$ cat src/rtl/psd_cdiv_sequencer.sv
// Initiator-side sequencer for the complex divider: runs two divisions (real, then imaginary)
// on the shared 32/16 sequential divider and returns both quotients/remainders on valid/ready.
module psd_cdiv_sequencer #(
  parameter int unsigned DW      = 32,
  parameter int unsigned VW      = 16,
  parameter int unsigned TIMEOUT = 40
) (
  input  logic          clock,
  input  logic          reset,
  input  logic          in_valid,
  output logic          in_ready,
  input  logic [DW-1:0] num_re,
  input  logic [DW-1:0] num_im,
  input  logic [VW-1:0] den,
  output logic          div_run,
  output logic [DW-1:0] div_dividend,
  output logic [VW-1:0] div_divisor,
  input  logic          div_busy,
  input  logic          div_stop,
  input  logic [DW-1:0] div_quotient,
  input  logic [VW-1:0] div_rest,
  output logic          out_valid,
  input  logic          out_ready,
  output logic [DW-1:0] q_re,
  output logic [DW-1:0] q_im,
  output logic [VW-1:0] r_re,
  output logic [VW-1:0] r_im,
  output logic          err_zero,
  output logic          err_timeout
);

  localparam int unsigned CW = $clog2(TIMEOUT + 1);
  localparam logic [CW-1:0] CntLast = CW'(TIMEOUT - 1);

  typedef enum logic [2:0] {
    StIdle, StRunRe, StWaitRe, StCapRe, StRunIm, StWaitIm, StCapIm, StOut
  } state_e;

  state_e        state;
  logic [CW-1:0] cnt;
  logic [DW-1:0] num_im_q;

  always_ff @(posedge clock) begin
    if (!reset) begin
      state        <= StIdle;
      cnt          <= '0;
      num_im_q     <= '0;
      in_ready     <= 1'b1;
      div_run      <= 1'b0;
      div_dividend <= '0;
      div_divisor  <= '0;
      out_valid    <= 1'b0;
      q_re         <= '0;
      q_im         <= '0;
      r_re         <= '0;
      r_im         <= '0;
      err_zero     <= 1'b0;
      err_timeout  <= 1'b0;
    end else begin
      div_run <= 1'b0;
      unique case (state)
        StIdle: begin
          if (in_valid) begin
            in_ready    <= 1'b0;
            num_im_q    <= num_im;
            q_re        <= '0;
            q_im        <= '0;
            r_re        <= '0;
            r_im        <= '0;
            err_timeout <= 1'b0;
            if (den == '0) begin
              err_zero  <= 1'b1;
              out_valid <= 1'b1;
              state     <= StOut;
            end else begin
              err_zero     <= 1'b0;
              div_dividend <= num_re;
              div_divisor  <= den;
              div_run      <= 1'b1;
              state        <= StRunRe;
            end
          end
        end
        StRunRe: state <= StWaitRe;
        StRunIm: state <= StWaitIm;
        StWaitRe, StWaitIm: begin
          if (div_stop) begin
            if (state == StWaitRe) state <= StCapRe;
            else                   state <= StCapIm;
          end else if (cnt == CntLast) begin
            // Abort: discard any real-part result already captured.
            cnt         <= '0;
            q_re        <= '0;
            q_im        <= '0;
            r_re        <= '0;
            r_im        <= '0;
            err_timeout <= 1'b1;
            out_valid   <= 1'b1;
            state       <= StOut;
          end else begin
            cnt <= cnt + CW'(1);
          end
        end
        StCapRe: begin
          q_re <= div_quotient;
          r_re <= div_rest;
          cnt  <= '0;
          // Never pulse run into a divider that has not yet released busy.
          if (!div_busy) begin
            div_dividend <= num_im_q;
            div_run      <= 1'b1;
            state        <= StRunIm;
          end
        end
        StCapIm: begin
          q_im      <= div_quotient;
          r_im      <= div_rest;
          cnt       <= '0;
          out_valid <= 1'b1;
          state     <= StOut;
        end
        StOut: begin
          if (out_ready) begin
            out_valid <= 1'b0;
            in_ready  <= 1'b1;
            state     <= StIdle;
          end
        end
        default: state <= StIdle;
      endcase
    end
  end

endmodule

$ cat config.mk
export PLATFORM = sky130hd
export DESIGN_NAME = psd_cdiv_sequencer
export DESIGN_NICKNAME = d
export VERILOG_FILES = /design/src/rtl/psd_cdiv_sequencer.sv
export SDC_FILE = /design/constraint.sdc
export NUM_CORES = 1
export LEC_CHECK = 0
export CAP_MARGIN = 10
export CORE_MARGIN = 2
export CORE_UTILIZATION = 45
export CTS_CLUSTER_SIZE = 16
export DETAILED_ROUTE_END_ITERATION = 6
export PLACE_DENSITY = 0.81
export SKIP_LAST_GASP = 1
export SYNTH_ARGS = -nofsm -noshare
export SYNTH_HDL_FRONTEND = slang
export SYNTH_SLANG_ARGS = --single-unit
export TNS_END_PERCENT = 20
$ cat constraint.sdc
create_clock -name clock -period 2.6 [get_ports clock]
set_clock_uncertainty 0.2 [all_clocks]
set_input_delay 0.39 -clock clock [delete_from_list [all_inputs] [get_ports clock]]
set_output_delay 0.39 -clock clock [all_outputs]
set_load 0.05 [all_outputs]
# == After elaboration in Yosys (flattened, before gate mapping) ==
# Index checks and enable logic that the tools add are counted.
# op_classes
reduce_logical,21
addsub,1
bitwise,1
shifts,0
order_cmp,0
n_eq_ne,16
n_div,0
mux,40
n_mul,0
# ops
op,n
$mux W32,6
$pmux W32 S3,2
$pmux W16 S3,2
$pmux W32 S2,1
$mux W16,3
$mux W3,7
$pmux W3 S7,1
$reduce_and A4 Y1,5
$logic_not A16 Y1,1
$ne A2 B2 Y1 const B,7
$eq A3 B3 Y1 const B,4
$mux W6,2
$pmux W6 S2,1
$mux W1,11
$reduce_bool A2 Y1,4
$add A6 B1 Y6 const B,1
$eq A3 B2 Y1 const B,2
$eq A6 B6 Y1 const B,1
$pmux W1 S2,3
$reduce_and A3 Y1,2
$reduce_and A6 Y1,1
$reduce_bool A3 Y1,2
$pmux W1 S4,1
$reduce_and A2 Y1,2
6 further kinds,7
# word_totals
rom_bits,0
elab_cells,93
mem_bits_rw,0
out_inout_bits,149
latchBits,0
mem_count,0
regBits,190
input_bits,134

# == Logic depth before layout (Yosys ltp) ==
# logic_depth
depth_word,4
mapped_depth,8
mapped_depth_nobuf,5

# == Worst setup path after synthesis ==
# No wires, ideal clock.
# synth_timing
path_type,reg-to-reg
from,register cnt[0]
to,register r_re[10]
path_slack_ns,0.570
t_arrival_ns,1.760
required_time_ns,2.330
setup_time_ns,0.070
path_stages_with_launch,9
period_less_slack_ns,2.030
path_buffers,3
cell_sequence,dfxtp_1 -> ha_1 -> and2_0 -> clkbuf_1 -> a21o_1 -> a211oi_1 -> buf_2 -> buf_4 -> o2bb2ai_1
# synth_via
elab_chain_cells,3
# synth_lines
element,line,rtl
"start, declared",40,logic [CW-1:0] cnt;
"start signal, assigned",101,cnt <= cnt + CW'(1);
$eq A6 B6 Y1,90,end else if (cnt == CntLast) begin
$ne A2 B2 Y1 (no source line),--,
$reduce_and A4 Y1 (no source line),--,
"end signal, assigned",106,r_re <= div_rest;
"end, declared",26,"output logic [VW-1:0] r_re,"
# No other way between the ends.
# A chain may end at the register's enable or synchronous reset.

# == Worst setup path after layout ==
# layout_timing
from,register div_dividend[31]
to,output div_dividend[31]
# layout_lines
element,line,rtl
"start, declared",16,"output logic [DW-1:0] div_dividend,"
"start signal, assigned",77,div_dividend <= num_re;
"start signal, assigned",110,div_dividend <= num_im_q;
# No word-level cell between the ends.

==> results.sh <==
export IMPL_cp_max_fo=2
export IMPL_synth_simple_gate_area_frac=0.178
export IMPL_syn_inst=837
export IMPL_yosysWarnings=0
export IMPL_drv_slew=0
export IMPL_dp_slack_ns=0.00469
export IMPL_irDropWorstVdd_v=0.000488
export IMPL_multi_input_area_um2=3560
export IMPL_start_kind="flop"
export IMPL_rows=47
export IMPL_post_route_period_util=0.864
export IMPL_clk_latency_ns=0.42
export IMPL_synth_edff_count=0
export IMPL_drt_iter0_markers=403
export IMPL_synth_xor_area_share=0
export IMPL_grt_use_total=0.242
export IMPL_synth_compound_area_frac=0.189
export IMPL_final_util=0.681
export IMPL_critPathMaxStageDelay_ns=0.89
export IMPL_layout_nets=1216
export IMPL_gp_congestion=0.803
export IMPL_cts_htree_levels=4
export IMPL_r2r_start="state[2]$_SDFFE_PN0P_"
export IMPL_first_pass_iters=5
export IMPL_routed_wl_um=22900
export IMPL_path_cells="clkdlybuf4s50_1"
export IMPL_pwr_share_comb=0.341
export IMPL_power_switching_uw=3390
export IMPL_rsz0062_at_grt="false"
export IMPL_design_core_area_um2=16600
export IMPL_yosysSeqAreaShare=0.493
export IMPL_path_buf_inv=1
export IMPL_area_growth_syn_to_layout_pct=47.0
export IMPL_dieArea_um2=18200
export IMPL_viasPerCell=5.48
export IMPL_synthesis_nets=972
export IMPL_hold_path_cell_count=3
export IMPL_ys_seq_elements=190
export IMPL_path_class="reg -> out"
export IMPL_cts_root_buf="clkbuf_16"
export IMPL_area_sequential_um2=3800
export IMPL_swShare=0.366
export IMPL_final_cell_mix="281 x clkdlybuf4s50_1, 190 x dfxtp_1, 186 x nand2_1"
export IMPL_leakagePower_uw=0.00432
export IMPL_finalSetupTns_ns=0
export IMPL_drv_cap=0
export IMPL_chipWidth_um=135
export IMPL_fmax_mhz=445
export IMPL_hold_buffers=0
export IMPL_clockPowerShare=0.283
export IMPL_power_density_nw_per_um2=816
export IMPL_ff2ff_setup_slack_ns=0.44
export IMPL_grt_pass1_wl_um=35200
export IMPL_status="completed"
export IMPL_grt_remaining_overflow=0
export IMPL_p_int_uw=5860
export IMPL_synth_top_family_by_area="compound AO/OA/AOI/OAI gates"
export IMPL_synthMuxAreaShare=0.0895
export IMPL_p_seq_frac=0.376
export IMPL_setup_viol=0
export IMPL_synthAdderAreaFrac=0.00162
export IMPL_synthArstFlopShare=0
export IMPL_cts_sinks=190
export IMPL_fill_cells=1373
export IMPL_start_util=0.464
export IMPL_crit_path_end_kind="output port"
export IMPL_crit_family="buffers and inverters"
export IMPL_dp_hpwl_um=15500
export IMPL_drc=0
export IMPL_ys_types=58
export IMPL_final_common_cell="clkdlybuf4s50_1"
export IMPL_cts_clk_slew_worst_paths_ns=0.07
export IMPL_num_io_pins=283
export IMPL_netlist_area_um2=7710
export IMPL_avgSynthCellArea_um2=9.22
export IMPL_relSlewSlack=0.578
export IMPL_cts_made_buffers=17
export IMPL_rr_worst_depth=5
export IMPL_hold_start="reset"
export IMPL_drive_above_1_share=0.0960
export IMPL_antenna_found_initial=1
export IMPL_min_to="err_timeout$_SDFFE_PN0P_"
export IMPL_cts_tree="done"
export IMPL_post_cts_resized=0
export IMPL_reg2reg_to="q_re[8]$_SDFFE_PN0P_"
export IMPL_finalWorstSetupSlack_ns=0.354
export IMPL_die_h_um=135
export IMPL_clock_path_buffers=2
export IMPL_grt_pass1_vias=6697
export IMPL_grt_start_max_net_pins=99
export IMPL_synth_top_flop_cell="dfxtp_1"
export IMPL_worstPathArrival_ns=1.66
export IMPL_io_buffers=282
export IMPL_report_final_hold_viol_count=0
export IMPL_worst_pin_slew_ns=0.632
export IMPL_period_needed_ns=2.25
export IMPL_post_cts_buffers=0
export IMPL_antenna_left=0
export IMPL_required_ns=2.01
export IMPL_wl_per_cell_um=17.4
export IMPL_cpMaxStageDelayCell="clkdlybuf4s50_1"
export IMPL_vias=7202
export IMPL_hold_class="in -> reg"
metrics by stage:
stage                     instances  cell area [um2]  hold WS [ns]  total power (uW)
after floorplan                 837             7710         0.234              5590
after global placement         1282            10700         0.240              6650
after detailed placement       1282            10700         0.244              6690
after CTS                      1314            11300         0.133              9310
after global routing           1315            11300         0.132              9640
final                          1315            11300         0.137              9250
power groups by stage:
| stage | sequential [uW] | clock (uW) | combinational, uW |
|---|---|---|---|
| 2_1_floorplan | 4280 | 0 | 1310 |
| 3_3_place_gp | 3520 | 0 | 3130 |
| 6_report | 3480 | 2620 | 3150 |
| 3_5_place_dp | 3540 | 0 | 3150 |
| 4_1_cts | 3480 | 2670 | 3160 |
| 5_1_grt | 3520 | 2790 | 3340 |
per-layer routing:
metal | global-route usage | routed length (um) | part of all wire
met2 | 0.405 | 10900 | 0.47
met1 | 0.290 | 9360 | 0.41
met5 | 0 | 0 | 0
met4 | 0.0747 | 415 | 0.018
met3 | 0.0920 | 2270 | 0.099
sequential cells by signal, indices dropped and copies added, names as in the netlist, 3 cells and up:
| signal | cells |
|---|---|
| num_im_q | 32 |
| q_re | 32 |
| q_im | 32 |
| cnt | 6 |
| r_re | 16 |
| state | 3 |
| div_divisor | 16 |
| r_im | 16 |
| div_dividend | 32 |
kinds of logic after synthesis:
family	Yosys count
AO/OA/AOI/OAI	203
buffers and inverters	86
AND/OR/NAND/NOR	292
adder cells (fa/ha/maj)	1
multiplexers	65
flip-flops	190
worst reg2reg max path, delay by kind of cell, from the launching register on:
| family | cells | cell delay (ns) |
|---|---|---|
| DFF | 1 | 0.48 |
| AOI/OAI and AO/OA | 2 | 0.39 |
| buffers and inverters | 1 | 0.19 |
| and+or+nand+nor | 2 | 0.78 |
synth_stat cells (all sizes together), types with 2 or more instances:
master / number / area share
a211o: 4 / 0.0045
a211oi: 4 / 0.0039
a21o: 3 / 0.0029
a21oi: 56 / 0.037
a2bb2o: 32 / 0.047
a31oi: 5 / 0.0041
and2: 2 / 0.0016
and3: 3 / 0.0024
buf: 27 / 0.021
clkbuf: 51 / 0.025
dfxtp: 190 / 0.49
inv: 8 / 0.0039
mux2: 32 / 0.047
mux2i: 33 / 0.043
nand2: 186 / 0.090
nand3: 71 / 0.046
nand3b: 3 / 0.0029
nand4: 2 / 0.0036
nor2: 6 / 0.0029
nor4: 4 / 0.011
nor4b: 2 / 0.0031
o21ai: 19 / 0.012
o22ai: 48 / 0.039
o2bb2ai: 18 / 0.020
o31ai: 4 / 0.0039
or3b: 2 / 0.0023
or4: 2 / 0.0019
how the worst max path moves through the flow:
stage / endpoint / slack [ns] / cells past startpoint / from
global placement: div_dividend[20]$_SDFFE_PN0P_ / 0.08 / 6 / den[10]
global route: cnt[2]$_SDFFE_PN0P_ / 0.30 / 5 / state[2]$_SDFFE_PN0P_
floorplan: r_re[10]$_SDFFE_PN0P_ / 0.57 / 8 / cnt[0]$_SDFFE_PN0P_
finish: div_dividend[31] / 0.35 / 1 / div_dividend[31]$_SDFFE_PN0P_
detailed placement: div_dividend[0]$_SDFFE_PN0P_ / 0.005 / 6 / den[15]
CTS: div_dividend[31] / 0.34 / 1 / div_dividend[31]$_SDFFE_PN0P_
area by class of cell:
cell class                      instances  share of cell area
Timing Repair Buffer                  303               0.270
Tap cell                              220              0.0243
Clock inverter                         13              0.0134
Antenna cell                            1            0.000221
Sequential cell                       190               0.335
Inverter                                8             0.00265
Multi-Input combinational cell        561               0.314
Clock buffer                           19              0.0399
(Power assumes the default switching activity.)
==> variant 1, RTL diff (same settings) <==
Add an input register stage for `div_busy`, `div_stop`, `div_quotient` and `div_rest`; this delays them by one clock. The other inputs are not delayed to match.
--- a/src/rtl/psd_cdiv_sequencer.sv
+++ b/src/rtl/psd_cdiv_sequencer.sv
@@ -37,2 +37,14 @@
   } state_e;
+
+  logic div_busy_q;
+  logic div_stop_q;
+  logic [DW-1:0] div_quotient_q;
+  logic [VW-1:0] div_rest_q;
+
+  always_ff @(posedge clock) begin
+    div_busy_q     <= div_busy;
+    div_stop_q     <= div_stop;
+    div_quotient_q <= div_quotient;
+    div_rest_q     <= div_rest;
+  end
 
@@ -86,3 +98,3 @@
         StWaitRe, StWaitIm: begin
-          if (div_stop) begin
+          if (div_stop_q) begin
             if (state == StWaitRe) state <= StCapRe;
@@ -104,7 +116,7 @@
         StCapRe: begin
-          q_re <= div_quotient;
-          r_re <= div_rest;
+          q_re <= div_quotient_q;
+          r_re <= div_rest_q;
           cnt  <= '0;
           // Never pulse run into a divider that has not yet released busy.
-          if (!div_busy) begin
+          if (!div_busy_q) begin
             div_dividend <= num_im_q;
@@ -115,4 +127,4 @@
         StCapIm: begin
-          q_im      <= div_quotient;
-          r_im      <= div_rest;
+          q_im      <= div_quotient_q;
+          r_im      <= div_rest_q;
           cnt       <= '0;
Formal check against the unedited RTL: no difference found for any inputs over 4 cycles, from zero or initial values and one cycle with reset low; that may be too few to reach the edited logic, so the function may still have changed.
==> variant 1 against the original RTL <==
Worst hold slack got worse by 0.032 ns. Setup slack worse by 0.27 ns. Synthesized area grew 12%. Non-clock buffer count grew 15. First-iteration DRC count fell by 14%. Power up 18%. Utilization fell by 1.4 points. Wire length grew 16%. Sequential cell count rose by 50. Global-route usage grew 0.46 points. Final area rose by 10%. Die area rose by 12%. Critical path type is now flop to flop. Highest routed layer unchanged.
==> variant 1: results (changes against the original RTL) <==
Outcome
  • Outcome: finished, final reports clean

Logic synthesis
  • Yosys Warn Count: 0 (unchanged)
  • Cells after Synth: 894 (+6.8%)
  • Post-synthesis mux area share: 7.88% (-1.1 points)
  • Post-synthesis compound-gate area fraction: 15.7% (-3.2 points)
  • Cell variety after synth: 49 (-16%)
  • Synth area leaders: dfxtp_1 56%, nand2_1 8.2%, o2bb2ai_1 4.9%, mux2_2 4.2%, nand3_1 4.0%
  • Synth Area in Adders: 0.145% (-0.017 points)
  • Mapped Nets: 1029 (+5.9%)
  • Post-Synth XOR/XNOR Area: 0% (unchanged)
  • Synth cell count leaders: 240 x dfxtp_1, 188 x nand2_1, 69 x nand3_1, 58 x a21oi_1, 52 x clkbuf_1
  • Async SR Flop Fraction: 0% (unchanged)
  • Sequential area share after synthesis: 55.6% (+6.3 points)

Setup path
  • Worst flop-to-flop path endpoint: q_re[12]
  • CP arrival: 2.69 ns (+1.03 ns)
  • CP delay by family, top: simple AND/OR/NAND/NOR gates
  • Max FO, Critical Path: 29 (+27)
  • Critical Path End: q_re[12]
  • CP max-delay cell: nor3_1
  • R2R Path Start: cnt[4]
  • Critical path's largest stage delay: 0.61 ns (-0.28 ns)
  • Setup crit start kind: flop

Place
  • Placed cell areas: 11700 um^2 (+9.3%)
  • Post-Place Cells: 1367 (+6.6%)
  • Place WS: -0.121 ns (-0.125 ns)
  • Port-buffer cells: 282 (unchanged)
  • Detailed Place HPWL: 16900 um (+8.5%)
  • GP Congestion: 0.825 (+2.7%)

Worst hold path
  • Worst Hold End: div_rest_q[13]
  • Hold path startpoint: div_rest[13]
  • Hold Path Stages: 1 (-2)

Power and ir drop
  • Internal power: 7.25 mW (+24%)
  • Leakage: 4.67 nW (+8.0%)
  • VDD IR-drop max: 511 uV (+4.8%)

Cells and area
  • Layout cells sized above 1: 9.79% (+0.19 points)
  • Nets: 1295 (+6.5%)
  • Filler instances: 1467 (+6.8%)
  • Number of antenna repair diodes: 0 (-1)

Route
  • Routed vias: 7752 (+7.6%)
  • Routed wire length per instance: 18.8 um (+7.8%)
  • DR pass1 iterations: 4 (-1)
  • Post-route DRC: 0 (unchanged)
  • DRT iter0 DRCs: 348 (-14%)
  • Vias/cell: 5.50 (+0.46%)

Timing
  • FMAX: 0.398 GHz (-11%)
  • Pins over their slew limit: 0 (unchanged)
  • Slew Limit Headroom: 22.8% (-35 points)

Clocking
  • Clock H-tree levels: 1 (-3)
  • Clock buffer count from CTS: 24 (+7)
  • Cts hold-fix bufs: 0 (unchanged)
  • Worst-Skew Late Latency: 0.52 ns (+0.10 ns)
  • CTS max path bufs: 3 (+1)
  • Post CTS Setup Buffer Count: 0 (unchanged)

Global route
  • Global-route usage over all layers: 24.7% (+0.46 points)
  • Number of global-route vias before repair: 7682 (+15%)
  • Largest net degree at the start of global routing: 120 (+21%)
  • Initial antenna violation count: 0 (-1)
  • First-pass GRT wire length: 40300 um (+15%)
[variant 1: cell types whose count changed after synthesis, sizes merged, moves of 5 or more]
| cell | delta |
|---|---|
| o2bb2ai | +30 |
| a2bb2o | -32 |
| nand2b | +5 |
| o31ai | +5 |
| a31oi | -5 |
| dfxtp | +50 |
[variant 1: logic make-up after synthesis]
| logic type | count (synthesis) |
|---|---|
| flops | 240 |
| simple gates | 303 |
| fa+ha+maj | 1 |
| compound gates | 202 |
| buf+inv | 84 |
| mux | 64 |
[variant 1: per-stage QoR]
step | util, % | hold slack (ns) | TNS [ns]
global placement | 62.5 | 0.234 | -5.15
global route | 66.7 | 0.0907 | 0
floorplan | - | 0.218 | 0
finish | 66.7 | 0.106 | 0
detailed placement | 62.5 | 0.232 | -5.71
CTS | 66.7 | 0.0877 | 0
[variant 1: worst register-to-register path, cell delays in order (launching register included)]
cell and delay, ns:
dfxtp_1 0.35, or4b_1 0.60, nor3_1 0.61, a211oi_4 0.21
buf_12 0.25, o2bb2ai_1 0.15
[variant 1: final cells by class]
type / count / share of cell area, %
clock inverters: 6 / 0.729
clock buffers: 35 / 5.52
inverters: 5 / 0.150
well taps: 234 / 2.34
repair buffers: 318 / 25.3
multi-input cells: 571 / 27.6
flip-flops and latches: 240 / 38.4
[variant 1: power by group through the flow]
| stage | clock [mW] | sequential [mW] | combinational [mW] |
|---|---|---|---|
| after CTS | 3.49 | 4.27 | 3.17 |
| after global placement | 0 | 4.33 | 3.11 |
| final | 3.43 | 4.27 | 3.18 |
| after detailed placement | 0 | 4.34 | 3.15 |
| after floorplan | 0 | 5.09 | 1.27 |
| after global routing | 3.64 | 4.31 | 3.37 |
[variant 1: metal layers]
layer	share of wire, %	GRT usage, %
met1	39	30.7
met2	47	40.9
met3	12	8.58
met4	2.2	6.77
met5	0	0
==> variant 2, RTL diff (same settings) <==
Made on the original files. `DW`: 32 -> 16.
--- a/src/rtl/psd_cdiv_sequencer.sv
+++ b/src/rtl/psd_cdiv_sequencer.sv
@@ -3,3 +3,3 @@
 module psd_cdiv_sequencer #(
-  parameter int unsigned DW      = 32,
+  parameter int unsigned DW      = 16,
   parameter int unsigned VW      = 16,
Interface: changed (6 resized); port bits go from 283 to 187. No check against the original RTL was run, so the function may have changed too.
==> variant 2 against the original RTL <==
Power is 22% lower. Final area is 32% lower. First-iteration DRC count is 19% lower. Register-to-register slack worse by 0.06 ns. Sequential cell count is 64 lower. Setup slack better by 0.025 ns. Sequential share of layout area is 0.60 points lower. Sequential power is 31% lower. Wire length is 31% lower. Synthesized area is 34% lower. Global-route usage is 1.7 points higher. Combinational power is 21% lower. Non-clock buffer count is 97 lower. Largest power group is now combinational cells. Highest routed layer unchanged.
==> variant 2: results (changes against the original RTL) <==
Logic synthesis
  • Async SR Flop Fraction: 0% (unchanged)
  • Cell variety after synth: 49 (-16%)
  • Sequential area share after synthesis: 49.7% (+0.43 points)
  • Yosys Warn Count: 0 (unchanged)
  • Syn Area/Cell: 8.67 um^2 (-5.9%)
  • Mapped Nets: 672 (-31%)
  • Synth cell count leaders: 141 x nand2_1, 126 x dfxtp_1, 64 x o22ai_1, 39 x a21oi_1, 38 x clkbuf_1
  • Synth area leaders: dfxtp_1 50%, nand2_1 10%, o22ai_1 7.9%, a21oi_1 3.8%, o211a_1 3.4%

Setup path
  • R2R setup slack: 0.38 ns (-0.06 ns)
  • Worst flop-to-flop path endpoint: state[2]
  • R2R Path Start: state[0]
  • FF-to-FF path depth: 5 (unchanged)
  • Setup crit start kind: flop
  • CP arrival: 2.38 ns (+0.72 ns)
  • Max FO, Critical Path: 20 (+18)

Clocking
  • PostCTS Resize Cnt: 0 (unchanged)
  • Clock buffer count from CTS: 17 (unchanged)
  • CTS root buffer: clkbuf_16
  • Worst-Skew Late Latency: 0.41 ns
  • Clock transition at path regs: 0.06 ns
  • Post CTS Setup Buffer Count: 0 (unchanged)
  • CTS max path bufs: 2 (unchanged)
  • Clock H-tree levels: 4 (unchanged)

Global route
  • Number of global-route vias before repair: 5132 (-23%)
  • Largest net degree at the start of global routing: 122 (+23%)
  • Initial antenna violation count: 0 (-1)
  • First-pass GRT wire length: 24400 um (-31%)
  • Global-route usage over all layers: 25.9% (+1.7 points)

Power and ir drop
  • Leakage: 2.96 nW (-31%)
  • Psw: 2.68 mW (-21%)
  • VDD IR-drop max: 612 uV (+25%)

Cells and area
  • Final Util: 70.0% (+1.9 points)
  • Filler instances: 851 (-38%)
  • Layout cells sized above 1: 7.28% (-2.3 points)
  • Number of antenna repair diodes: 0 (-1)
  • Nets: 843 (-31%)

Route
  • DR pass1 iterations: 6 (+1)
  • Routed wire length per instance: 17.3 um (-0.44%)
  • Vias/cell: 5.71 (+4.2%)
  • DRT iter0 DRCs: 328 (-19%)
  • Final WL: 15800 um (-31%)

Place
  • GP Congestion: 0.855 (+6.4%)
  • Detailed Place HPWL: 10400 um (-33%)
  • Post-Place Cells: 877 (-32%)
  • Placed cell areas: 7070 um^2 (-34%)
  • Place WS: 0.165 ns (+0.160 ns)
  • Port-buffer cells: 186 (-34%)

Timing
  • Worst-margin pin slew: 0.666 ns (+0.0348 ns)
  • Hold Slack: 0.200 ns (+0.0628 ns)

Worst hold path
  • Hold Path Stages: 3 (unchanged)
  • Worst Hold End: cnt[1]
  • Hold crit path type: input pin to flop
  • Hold path startpoint: reset

Outcome
  • Outcome: finished, final reports clean
## variant 2: cell families (layout without fill, tap and decap cells)
kind of cell	Yosys count	count (layout)	share of synthesized area, %
xor+xnor	1	1	0.173
mux	16	16	3.16
buf+inv	57	241	4.74
simple gates	204	204	18.2
fa+ha+maj	1	1	0.247
compound gates	180	180	23.8
flops	126	126	49.7
## variant 2: layer usage
metal  part of all wire, %  wire (um)  vias up  GRT usage (%)
li1                      -          -     2463              -
met1                    40       6300     2436           29.6
met2                    48       7620      267           44.3
met3                    10       1600       23           8.94
met4                   1.5        244        0           10.4
met5                     0          0        -              0
## variant 2: how the worst max path moves through the flow
stage,end,cells past startpoint,slack [ns]
floorplan,q_re[10],5,0.75
global placement,q_re[14],6,0.21
detailed placement,q_re[2],6,0.17
CTS,in_ready,1,0.40
global route,state[1],5,0.24
finish,state[2],5,0.38
## variant 2: final cells by class
type                            count  area share (%)
Sequential cell                   126            32.9
Multi-Input combinational cell    402            30.3
Timing Repair Buffer              206            26.7
Clock buffer                       19            5.79
Tap cell                          140            2.29
Clock inverter                     13            1.85
Inverter                            3           0.147
## variant 2: critical path, stage by stage (launching register included)
cell	delay, ns
dfxtp_1	0.50
buf_4	0.27
and4b_1	0.18
nor3_1	0.32
a21boi_0	0.47
a31o_2	0.23
## variant 2: power by group through the flow
stage	Combinational, mW	Sequential, mW	Clock, mW
5_1_grt	2.65	2.42	2.42
4_1_cts	2.50	2.38	2.34
3_3_place_gp	2.42	2.41	0
3_5_place_dp	2.48	2.42	0
2_1_floorplan	1.02	3.00	0
6_report	2.50	2.39	2.31
